**config.mk**
```make
export PLATFORM = sky130hd
export DESIGN_NAME = red_pitaya_filter_sequencer_flat
export DESIGN_NICKNAME = d
export VERILOG_FILES = /design/src/rtl/red_pitaya_filter_pkg.sv /design/src/rtl/red_pitaya_filter_sequencer_if.sv /design/src/rtl/red_pitaya_settle_timer.sv /design/src/rtl/red_pitaya_filter_sequencer.sv /design/src/flat_wrapper.sv
export SDC_FILE = /design/constraint.sdc
export NUM_CORES = 1
export LEC_CHECK = 0
export ABC_CLOCK_PERIOD_IN_PS = 4500
export CAP_MARGIN = 20
export CORE_ASPECT_RATIO = 0.75
export CORE_UTILIZATION = 45
export DETAILED_ROUTE_END_ITERATION = 7
export PLACE_DENSITY = 0.75
export SYNTH_ARGS = -nofsm -noshare
export SYNTH_HDL_FRONTEND = slang
export SYNTH_SLANG_ARGS = --single-unit
```
**constraint.sdc**
```tcl
create_clock -name clk_i -period 4.5 [get_ports clk_i]
set_input_delay 0.675 -clock clk_i [delete_from_list [all_inputs] [get_ports clk_i]]
set_output_delay 0.675 -clock clk_i [all_outputs]
set_load 0.01 [all_outputs]
```
**src/rtl/red_pitaya_filter_pkg.sv**
```systemverilog
// rtl/red_pitaya_filter_pkg.sv - shared types, field constants and target sanitiser for the filter sequencer
// Purpose: state encoding, set_filter byte layout and the mask applied to every requested target.
// Ports: none (package).
package red_pitaya_filter_pkg;

    typedef enum logic [1:0] {
        ST_IDLE,
        ST_SCAN,
        ST_SETTLE,
        ST_DONE
    } fsm_state_e;

    localparam int FILT_ON_BIT    = 7;
    localparam int FILT_HP_BIT    = 6;
    localparam int FILT_SHIFT_LSB = 0;
    localparam int FILT_BYTE_W    = 8;
    localparam int MAX_STAGES     = 4;

    // Keeps only filter_on, highpass and the low 'shiftbits' shift bits of each
    // stage byte; bytes of stages that are not driven are cleared entirely.
    function automatic logic [31:0] sanitise(input logic [31:0] word,
                                             input int          stages,
                                             input int          shiftbits);
        logic [31:0] res;
        logic [7:0]  b_in;
        logic [7:0]  b_out;
        res = '0;
        for (int j = 0; j < MAX_STAGES; j++) begin
            b_in  = word[j*FILT_BYTE_W +: FILT_BYTE_W];
            b_out = '0;
            b_out[FILT_ON_BIT] = b_in[FILT_ON_BIT];
            b_out[FILT_HP_BIT] = b_in[FILT_HP_BIT];
            for (int k = FILT_SHIFT_LSB; k < FILT_HP_BIT; k++) begin
                if ((k - FILT_SHIFT_LSB) < shiftbits) begin
                    b_out[k] = b_in[k];
                end
            end
            if (j < stages) begin
                res[j*FILT_BYTE_W +: FILT_BYTE_W] = b_out;
            end
        end
        return res;
    endfunction

endpackage

```
**src/rtl/red_pitaya_filter_sequencer_if.sv**
```systemverilog
// rtl/red_pitaya_filter_sequencer_if.sv - request/status bundle between register bank and filter sequencer
// Purpose: groups the target request inputs and the set_filter/status outputs.
// Ports: target_i, update_i, settle_cycles_i (to sequencer); set_filter_o, busy_o, hold_o, done_o, pending_o (from sequencer).
interface red_pitaya_filter_sequencer_if #(
    parameter int SETTLEBITS = 16
);
    logic [31:0]           target_i;
    logic                  update_i;
    logic [SETTLEBITS-1:0] settle_cycles_i;
    logic [31:0]           set_filter_o;
    logic                  busy_o;
    logic                  hold_o;
    logic                  done_o;
    logic                  pending_o;

    modport master (
        output target_i, update_i, settle_cycles_i,
        input  set_filter_o, busy_o, hold_o, done_o, pending_o
    );

    modport slave (
        input  target_i, update_i, settle_cycles_i,
        output set_filter_o, busy_o, hold_o, done_o, pending_o
    );
endinterface

```
**src/rtl/red_pitaya_settle_timer.sv**
```systemverilog
// rtl/red_pitaya_settle_timer.sv - loadable down-counter with zero flag
// Purpose: counts a programmed number of cycles down to zero and then holds at zero.
// Ports: clk_i, rstn_i (async active-low), load_i/value_i (load), zero_o (counter is zero).
module red_pitaya_settle_timer #(
    parameter int W = 16
) (
    input  logic         clk_i,
    input  logic         rstn_i,
    input  logic         load_i,
    input  logic [W-1:0] value_i,
    output logic         zero_o
);

    logic [W-1:0] cnt_q;

    always_ff @(posedge clk_i or negedge rstn_i) begin
        if (!rstn_i) begin
            cnt_q <= '0;
        end else if (load_i) begin
            cnt_q <= value_i;
        end else if (cnt_q != '0) begin
            cnt_q <= cnt_q - W'(1);
        end
    end

    assign zero_o = (cnt_q == '0);

endmodule

```
**src/rtl/red_pitaya_filter_sequencer.sv**
```systemverilog
// rtl/red_pitaya_filter_sequencer.sv - applies a new set_filter word one stage at a time with settle waits
// Purpose: owns set_filter, walks stages in ascending order, writes only changed bytes, waits after each write.
// Ports: clk_i, rstn_i (async active-low), bus (slave: target/update/settle in, set_filter/busy/hold/done/pending out).
module red_pitaya_filter_sequencer
    import red_pitaya_filter_pkg::*;
#(
    parameter int STAGES     = 1,
    parameter int SHIFTBITS  = 4,
    parameter int SETTLEBITS = 16
) (
    input  logic                          clk_i,
    input  logic                          rstn_i,
    red_pitaya_filter_sequencer_if.slave  bus
);

    localparam logic [1:0] LAST_IDX = 2'(STAGES - 1);

    fsm_state_e  state_q;
    logic [1:0]  idx_q;
    logic [31:0] tgt_q;
    logic [31:0] pend_q;
    logic [31:0] set_q;
    logic        pending_q;
    logic        busy_q;
    logic        done_q;

    logic [31:0] target_san;
    logic [4:0]  bit_base;
    logic        stage_diff;
    logic        last_stage;
    logic        timer_load;
    logic        timer_zero;

    assign target_san = sanitise(bus.target_i, STAGES, SHIFTBITS);
    assign bit_base   = {idx_q, 3'b000};
    assign stage_diff = tgt_q[bit_base +: FILT_BYTE_W] != set_q[bit_base +: FILT_BYTE_W];
    assign last_stage = (idx_q == LAST_IDX);
    // The counter is loaded on the same edge that writes the byte, so SETTLE
    // sees settle_cycles_i first and lasts settle_cycles_i+1 cycles.
    assign timer_load = (state_q == ST_SCAN) && stage_diff;

    red_pitaya_settle_timer #(
        .W (SETTLEBITS)
    ) u_settle_timer (
        .clk_i   (clk_i),
        .rstn_i  (rstn_i),
        .load_i  (timer_load),
        .value_i (bus.settle_cycles_i),
        .zero_o  (timer_zero)
    );

    always_ff @(posedge clk_i or negedge rstn_i) begin
        if (!rstn_i) begin
            state_q   <= ST_IDLE;
            idx_q     <= '0;
            tgt_q     <= '0;
            pend_q    <= '0;
            set_q     <= '0;
            pending_q <= 1'b0;
            busy_q    <= 1'b0;
            done_q    <= 1'b0;
        end else begin
            done_q <= 1'b0;

            // Requests arriving mid-sequence are parked; the newest one wins.
            if (state_q != ST_IDLE && bus.update_i) begin
                pend_q    <= target_san;
                pending_q <= 1'b1;
            end

            case (state_q)
                ST_IDLE: begin
                    if (bus.update_i) begin
                        tgt_q   <= target_san;
                        idx_q   <= '0;
                        busy_q  <= 1'b1;
                        state_q <= ST_SCAN;
                    end
                end
                ST_SCAN: begin
                    if (stage_diff) begin
                        set_q[bit_base +: FILT_BYTE_W] <= tgt_q[bit_base +: FILT_BYTE_W];
                        state_q <= ST_SETTLE;
                    end else if (last_stage) begin
                        done_q  <= 1'b1;
                        state_q <= ST_DONE;
                    end else begin
                        idx_q <= idx_q + 2'd1;
                    end
                end
                ST_SETTLE: begin
                    if (timer_zero) begin
                        if (last_stage) begin
                            done_q  <= 1'b1;
                            state_q <= ST_DONE;
                        end else begin
                            idx_q   <= idx_q + 2'd1;
                            state_q <= ST_SCAN;
                        end
                    end
                end
                ST_DONE: begin
                    // A request seen in this very cycle counts as pending and
                    // takes priority over an older parked one.
                    if (pending_q || bus.update_i) begin
                        tgt_q     <= bus.update_i ? target_san : pend_q;
                        pending_q <= 1'b0;
                        idx_q     <= '0;
                        state_q   <= ST_SCAN;
                    end else begin
                        busy_q  <= 1'b0;
                        state_q <= ST_IDLE;
                    end
                end
                default: begin
                    state_q <= ST_IDLE;
                end
            endcase
        end
    end

    assign bus.set_filter_o = set_q;
    assign bus.busy_o       = busy_q;
    assign bus.hold_o       = busy_q;
    assign bus.done_o       = done_q;
    assign bus.pending_o    = pending_q;

endmodule

```
**src/flat_wrapper.sv**
```systemverilog
// flat-port wrapper written by rule: the top's interface ports become plain ports
module red_pitaya_filter_sequencer_flat import red_pitaya_filter_pkg::*;
#(
    parameter int STAGES     = 1,
    parameter int SHIFTBITS  = 4,
    parameter int SETTLEBITS = 16
)
  (clk_i, rstn_i, bus_target_i, bus_update_i, bus_settle_cycles_i, bus_set_filter_o, bus_busy_o, bus_hold_o, bus_done_o, bus_pending_o);
  red_pitaya_filter_sequencer_if #(.SETTLEBITS(SETTLEBITS)) bus_i ();
  input  logic clk_i;
  input  logic rstn_i;
  input wire logic [$bits(bus_i.target_i)-1:0] bus_target_i;
  input wire logic [$bits(bus_i.update_i)-1:0] bus_update_i;
  input wire logic [$bits(bus_i.settle_cycles_i)-1:0] bus_settle_cycles_i;
  output wire logic [$bits(bus_i.set_filter_o)-1:0] bus_set_filter_o;
  output wire logic [$bits(bus_i.busy_o)-1:0] bus_busy_o;
  output wire logic [$bits(bus_i.hold_o)-1:0] bus_hold_o;
  output wire logic [$bits(bus_i.done_o)-1:0] bus_done_o;
  output wire logic [$bits(bus_i.pending_o)-1:0] bus_pending_o;
  assign bus_i.target_i = bus_target_i;
  assign bus_i.update_i = bus_update_i;
  assign bus_i.settle_cycles_i = bus_settle_cycles_i;
  assign bus_set_filter_o = bus_i.set_filter_o;
  assign bus_busy_o = bus_i.busy_o;
  assign bus_hold_o = bus_i.hold_o;
  assign bus_done_o = bus_i.done_o;
  assign bus_pending_o = bus_i.pending_o;
  red_pitaya_filter_sequencer #(.STAGES(STAGES), .SHIFTBITS(SHIFTBITS), .SETTLEBITS(SETTLEBITS)) u_core (.clk_i(clk_i), .rstn_i(rstn_i), .bus(bus_i));
endmodule
```
# After elaboration in Yosys (flattened, before gate mapping)
# Index checks and enable logic that the tools add are counted.
[word_totals]
reg_bits = 93
inputBits = 51
[op_classes]
n_addsub = 3
n_eq_ne = 10
n_shift = 4
muxes = 30
n_reduce_logical = 15
[ops]
columns = ["op", "count"]
rows = [
  ["$mux W32", 2],
  ["$pmux W32 S2", 1],
  ["$shiftx A32 B6 Y8", 2],
  ["$bwmux W32", 1],
  ["$mux W16", 2],
  ["$shift A8 B7 Y32 const A", 1],
  ["$shiftx A8 B7 Y32", 1],
  ["$mux W2", 10],
  ["$logic_not A16 Y1", 1],
  ["$pmux W2 S4", 2],
  ["$reduce_bool A16 Y1", 1],
  ["$sub A16 B1 Y16 const B", 1],
  ["$mux W1", 9],
  ["$reduce_and A3 Y1", 3],
  ["$mux W8", 1],
  ["$ne A8 B8 Y1", 1],
  ["$neg A5 Y7", 1],
  ["$ne A2 B2 Y1 const B", 3],
  ["$reduce_bool A2 Y1", 3],
  ["$eq A2 B2 Y1 const B", 2],
  ["$logic_not A2 Y1", 2],
  ["$ne A2 B1 Y1 const B", 2],
  ["$pmux W1 S2", 2],
  ["$reduce_and A4 Y1", 1],
  ["other kinds (6)", 7],
]

# Logic depth before layout (Yosys ltp)
[logic_depth]
depth_word = 5
depth_mapped = 8

# Modules after synthesis
# A second synthesis with hierarchy kept.
[unflattened]
hier_cells = 322
area_unflattened_um2 = 3294.4
[by_module_without_submodules]
columns = ["module", "n_inst", "cells_each", "area_each_um2", "seq_area_each_um2"]
rows = [
  ["red_pitaya_filter_sequencer", 1, 218, 2288.4, 1076.0],
  ["red_pitaya_settle_timer", 1, 104, 1006.0, 400.4],
]

# Least setup slack after synthesis
# Ideal clock, no wire load.
[synth_timing]
path_type = "flip-flop to flip-flop"
startpoint = "reg u_core.idx_q[0]"
endpoint = "reg u_core.state_q[0]"
setup_time_ns = 0.094
t_arrival_ns = 2.086
path_slack_ns = 2.320
stages_incl_launch_ff = 6
n_path_buf = 0
period_less_slack_ns = 2.180
path_cell_list = "dfrtp_1 mux4_2 nor2b_4 or4_4 or3_1 a211oi_1"
[synth_between]
elab_chain_len = 4
elab_cells_between_ends = 8
classes_between = "eq/ne: 2; shift: 2; mux: 2; reduce/logical: 2"
[synth_lines]
columns = ["item", "line_no", "rtl"]
rows = [
  ["start: declaration", "red_pitaya_filter_sequencer.sv:19", "logic [1:0] idx_q;"],
  ["start signal: assignment", "red_pitaya_filter_sequencer.sv:88", "idx_q <= idx_q + 2'd1;"],
  ["start signal: assignment", "red_pitaya_filter_sequencer.sv:97", "idx_q <= idx_q + 2'd1;"],
  ["$shiftx A32 B6 Y8", "red_pitaya_filter_sequencer.sv:36", "assign stage_diff = tgt_q[bit_base +: FILT_BYTE_W] != set_q[bit_base +: FILT_BYTE_W];"],
  ["$ne A8 B8 Y1", "red_pitaya_filter_sequencer.sv:36", ""],
  ["$mux W2 or $ne A3 B1 Y1 (tied branches)", "--", ""],
  ["$pmux W2 S4 or $reduce_and A3 Y1 (tied branches)", "--", ""],
  ["end signal: assignment", "red_pitaya_filter_sequencer.sv:77", "state_q <= ST_SCAN;"],
  ["end signal: assignment", "red_pitaya_filter_sequencer.sv:83", "state_q <= ST_SETTLE;"],
  ["end signal: assignment", "red_pitaya_filter_sequencer.sv:86", "state_q <= ST_DONE;"],
  ["end: declaration", "red_pitaya_filter_sequencer.sv:18", "fsm_state_e state_q;"],
]
# Parallel ways exist; a longest one is shown, timed or not.
# A chain may end at the register's enable or synchronous reset.

# Worst setup path after layout
[layout_timing]
startpoint = "reg u_core.idx_q[0]"
endpoint = "reg u_core.u_settle_timer.cnt_q[8]"
[layout_between]
elab_chain_len = 4
elab_cells_between_ends = 6
classes_between = "eq/ne: 1; shift: 2; mux: 1; reduce/logical: 2"
[layout_lines]
columns = ["item", "line_no", "rtl"]
rows = [
  ["$shiftx A32 B6 Y8", "red_pitaya_filter_sequencer.sv:36", ""],
  ["$ne A8 B8 Y1 *", "red_pitaya_filter_sequencer.sv:36", ""],
  ["$logic_and A1 B1 Y1 *", "red_pitaya_filter_sequencer.sv:40", "assign timer_load = (state_q == ST_SCAN) && stage_diff;"],
  ["$mux W16 or $reduce_bool A2 Y1 (tied branches)", "--", ""],
  ["end signal: assignment", "red_pitaya_settle_timer.sv:20", "cnt_q <= value_i;"],
  ["end signal: assignment", "red_pitaya_settle_timer.sv:22", "cnt_q <= cnt_q - W'(1);"],
  ["end: declaration", "red_pitaya_settle_timer.sv:14", "logic [W-1:0] cnt_q;"],
]
# Every way passes the cells marked *; elsewhere a longest branch is shown, timed or not.

==> impl.org <==
** GRT
- Entering global routing, the biggest net connects 60 pins.
- The number of global-route vias before repair came to about 2.5k.
- Overflow left after global routing :: 0
- The first global-routing pass estimated 12100 um of wire.
- The initial antenna violation count is 0.
- Global routing used 20.1% of the available tracks.

** Timing
- Across all setup checks in the final design, the least slack found is between 1.5 and 2 ns.
- Setup repair after global routing missed its margin :: false
- The max-slew violation count came to 0.
- Final Hold Viols :: 0
- Worst Hold Slack :: between 0.4 and 0.5 ns
- Setup violations, final :: 0
- Setup skew after layout :: 0.00754 ns
- Of the available clock period, the critical path in the final layout requires 59.5%.
- The smallest clock period supported by the final layout is computed as 2.68 ns.
- Worst-margin pin slew :: between 1 and 1.5 ns
- Measured against its own limit, the worst slew margin works out to a little over a quarter.
- Derived from the worst setup path, the maximum achievable clock frequency is between 0.3 and 0.4 GHz.
- In the final timing run, aggregate negative setup slack is 0 ns.

** Route
- Summed over all layers, the routed wires come to 6990 um.
- Routed length per placed instance :: between 10 and 15 um
- In the routed design, unresolved DRC markers number 0.
- Before antenna repair, the detailed router went through 4 iterations.
- For this block, the via count after detailed routing is ~2.5k.
- Number of DRC violations after detailed-routing iteration 0 :: 96
- Vias per Instance :: between 5 and 6
- DRT antenna net count :: 0

** Synthesis
- Multiplexer share of the synthesized area :: between 10% and 20%
- Counting flops with a built-in enable in the synthesized netlist gives 0.
- After synthesis the cells add up to 3350 um^2.
- Simple logic cell fraction of the synthesized area :: 15.2%
- The synthesized netlist devotes around 11% of its cell area to compound gates.
- In the synthesized netlist the dominant register cell turns out to be dfrtp_1.
- Combinational family with the most area after synthesis :: multiplexers
- Area share of fa/ha/maj cells after synthesis :: approximately 3.7%
- After synthesis, the share of flip-flops with an asynchronous set or reset is 100%.
- Synthesis produced ~320 cells.
- Counting flops and latches in the post-synthesis netlist gives 59.
- Synthesis instantiated 48 different standard cells from the library.
- During synthesis, Yosys emitted a total of 0 warnings.
- Dividing the synthesized area by the synthesized cell count gives roughly 10 um^2.
- Share of synthesized area occupied by flip-flops and latches :: ~44%
- Area share of xor/xnor cells in the synthesized design :: under 10%

** Clock tree
- The clock drives approximately 60 sinks.
- Root buffer selected by CTS :: clkbuf_8
- After clock tree synthesis, the flow added hold-fix buffers numbering 0.
- Counting the buffers created by CTS gives 9.
- TritonCTS clock tree :: done
- Number of post-CTS setup repair buffers :: 0
- Clock-pin slew was measured on the worst setup and hold paths at ~0.07 ns.
- The H-tree was split into 3 levels.
- The number of gates resized after CTS was 0.
- Buffer depth of the longest clock path :: 2
- Clock insertion delay at the later pin of the skew report :: 0.34 ns

** Status
- Run status :: completed

** Worst setup path
- Reg-to-reg endpoint :: u_core.u_settle_timer.cnt_q[8]
- Top fanout value on the critical path :: 30
- The startpoint identified for the worst register-to-register timing path is u_core.idx_q[0].
- STA classifies the critical path endpoint as a flop.
- The most critical setup path has its startpoint at u_core.idx_q[0].
- The critical path in this run is classified as flop to flop.
- The critical path ends at u_core.u_settle_timer.cnt_q[8].
- Measured in cells, the most critical reg-to-reg path has a length of 6.
- At the worst endpoint, the arrival time is just under 3 ns.
- Setup slack on the worst reg-to-reg path comes out at 1.82 ns.
- STA puts the critical path data required time at between 4 and 5 ns.
- The worst setup path is launched from a flop.

** Min path
- Path type of the worst min-delay path :: primary input to async pin

** Floorplanning
- Horizontal die dimension :: between 100 and 150 um
- Starting Density :: between 40% and 50%
- I/O pin total :: between 80 and 90
- Measured along the y axis, the die boundary spans about 77 um.
- Core Rows :: 26
- The die covers around 7800 um^2.
- The core region is roughly 7000 um^2.

** Finish
- Relative to the synthesized area, the layout overhead comes to 23.0%.
- Leaving out fill and tap cells, the most frequent cells in the layout are 59 x dfrtp_1, 51 x clkdlybuf4s50_1, 32 x nand2_1.
- Fillcell total :: between 600 and 700
- Most common cell after layout, fill and taps aside :: dfrtp_1
- In the final design database the tool counted approximately 440 nets.
- Summing all flip-flop and latch instances after layout gives 1480 um^2.
- At the end of the flow the core is filled with cells to about 60%.
- The repair_antennas step left the layout with diodes totalling 0.
- Multi-input gate area :: 1720 um^2
- Fraction of final layout cells with drive strength greater than 1 :: 12.9%

** Power and ir drop
- Static Leakage :: around 1.7 nW
- Maximum vdd ir drop :: 0.329 mV
- The completed layout was analyzed and its total power is ~2.7 mW.
- Pwr Density :: ~670 nW/um^2

** Placement
- Detailed placement finished with a half-perimeter wire length of between 5000 and 6000 um.
- Port-buffer cells :: 52
- Placement-stage worst setup slack :: 1.84 ns
- Final Wtd Congestion :: 0.868

** Flow run
- Across the run, the number of max-cap violations was 0.
-- registers in the layout, indices dropped and copies added, names as in the netlist --
register                     flops
u_core.bus.busy_o                1
u_core.pend_q                    6
u_core.tgt_q                     6
u_core.state_q                   2
u_core.bus.set_filter_o         24
u_core.bus.done_o                1
u_core.bus.pending_o             1
u_core.idx_q                     2
u_core.u_settle_timer.cnt_q     16
-- Yosys cell counts (5+ instances only) --
| cell | number | share of area, % |
|---|---|---|
| dfrtp_1 | 59 | 44 |
| nand2_1 | 32 | 3.6 |
| inv_1 | 22 | 2.5 |
| mux2i_1 | 22 | 6.6 |
| mux2_2 | 20 | 6.7 |
| nor2_1 | 19 | 2.1 |
| a21boi_0 | 12 | 2.7 |
| ha_1 | 10 | 3.7 |
| nor3_1 | 10 | 1.5 |
| buf_4 | 9 | 2.0 |
| o21ai_0 | 8 | 1.2 |
| xnor2_1 | 8 | 2.1 |
| a21oi_1 | 7 | 1.0 |
| clkbuf_1 | 6 | 0.67 |
| nor2b_1 | 6 | 1.1 |
| xor2_1 | 6 | 1.6 |
| mux2_1 | 5 | 1.7 |
| nor4b_1 | 5 | 1.3 |
-- kinds of logic after synthesis --
logic type               count (synthesis)
AND/OR/NAND/NOR                         95
flip-flops                              59
AO/OA/AOI/OAI                           53
multiplexers                            49
buffers and inverters                   41
XOR/XNOR                                14
adder cells (fa/ha/maj)                 10
other                                    1
-- critical path, cell delays in order (launching register included) --
cell and delay [ns]:
dfrtp_1 0.64, mux4_2 0.60, nor2b_4 0.15, nor3_2 0.37
a31oi_2 0.13, buf_4 0.27, mux2_1 0.36
-- per-stage QoR --
step                cells  area, um^2
floorplan             329        3380
CTS                   478        4120
finish                478        4120
detailed placement    462        3930
global placement      462        3930
global route          478        4120
-- power breakdown --
group          internal, mW  switching [mW]  leakage (nW)
Clock                 0.268           0.203        0.0991
Sequential            0.738           0.254         0.751
Combinational         0.638           0.649         0.830
-- layer usage --
layer	wire length [um]	up-vias	global-route usage, %
li1	-	1228	-
met1	3560	1223	29.5
met4	80	0	6.09
met2	2990	68	29.0
met5	0	-	0
met3	358	7	4.74
-- final cells by class --
type / count / area share [%]
timing repair buffer: 54 / 12.9
sequential: 59 / 35.8
clock buffer: 11 / 3.43
multi-input combinational: 229 / 41.6
clock inverter: 5 / 1.28
inverter: 22 / 2.00
tap: 98 / 2.98
-- worst min-delay path by stage --
stage                           from                              to  cells past startpoint
finish                        rstn_i  u_core.u_settle_timer.cnt_q[5]                      2
global route                  rstn_i  u_core.u_settle_timer.cnt_q[5]                      2
CTS                           rstn_i  u_core.u_settle_timer.cnt_q[5]                      2
detailed placement  u_core.pend_q[2]                u_core.pend_q[2]                      1
global placement    u_core.pend_q[7]                u_core.pend_q[7]                      1
floorplan                     rstn_i               u_core.bus.busy_o                      0
No activity file was read; power rests on OpenSTA's default activity.
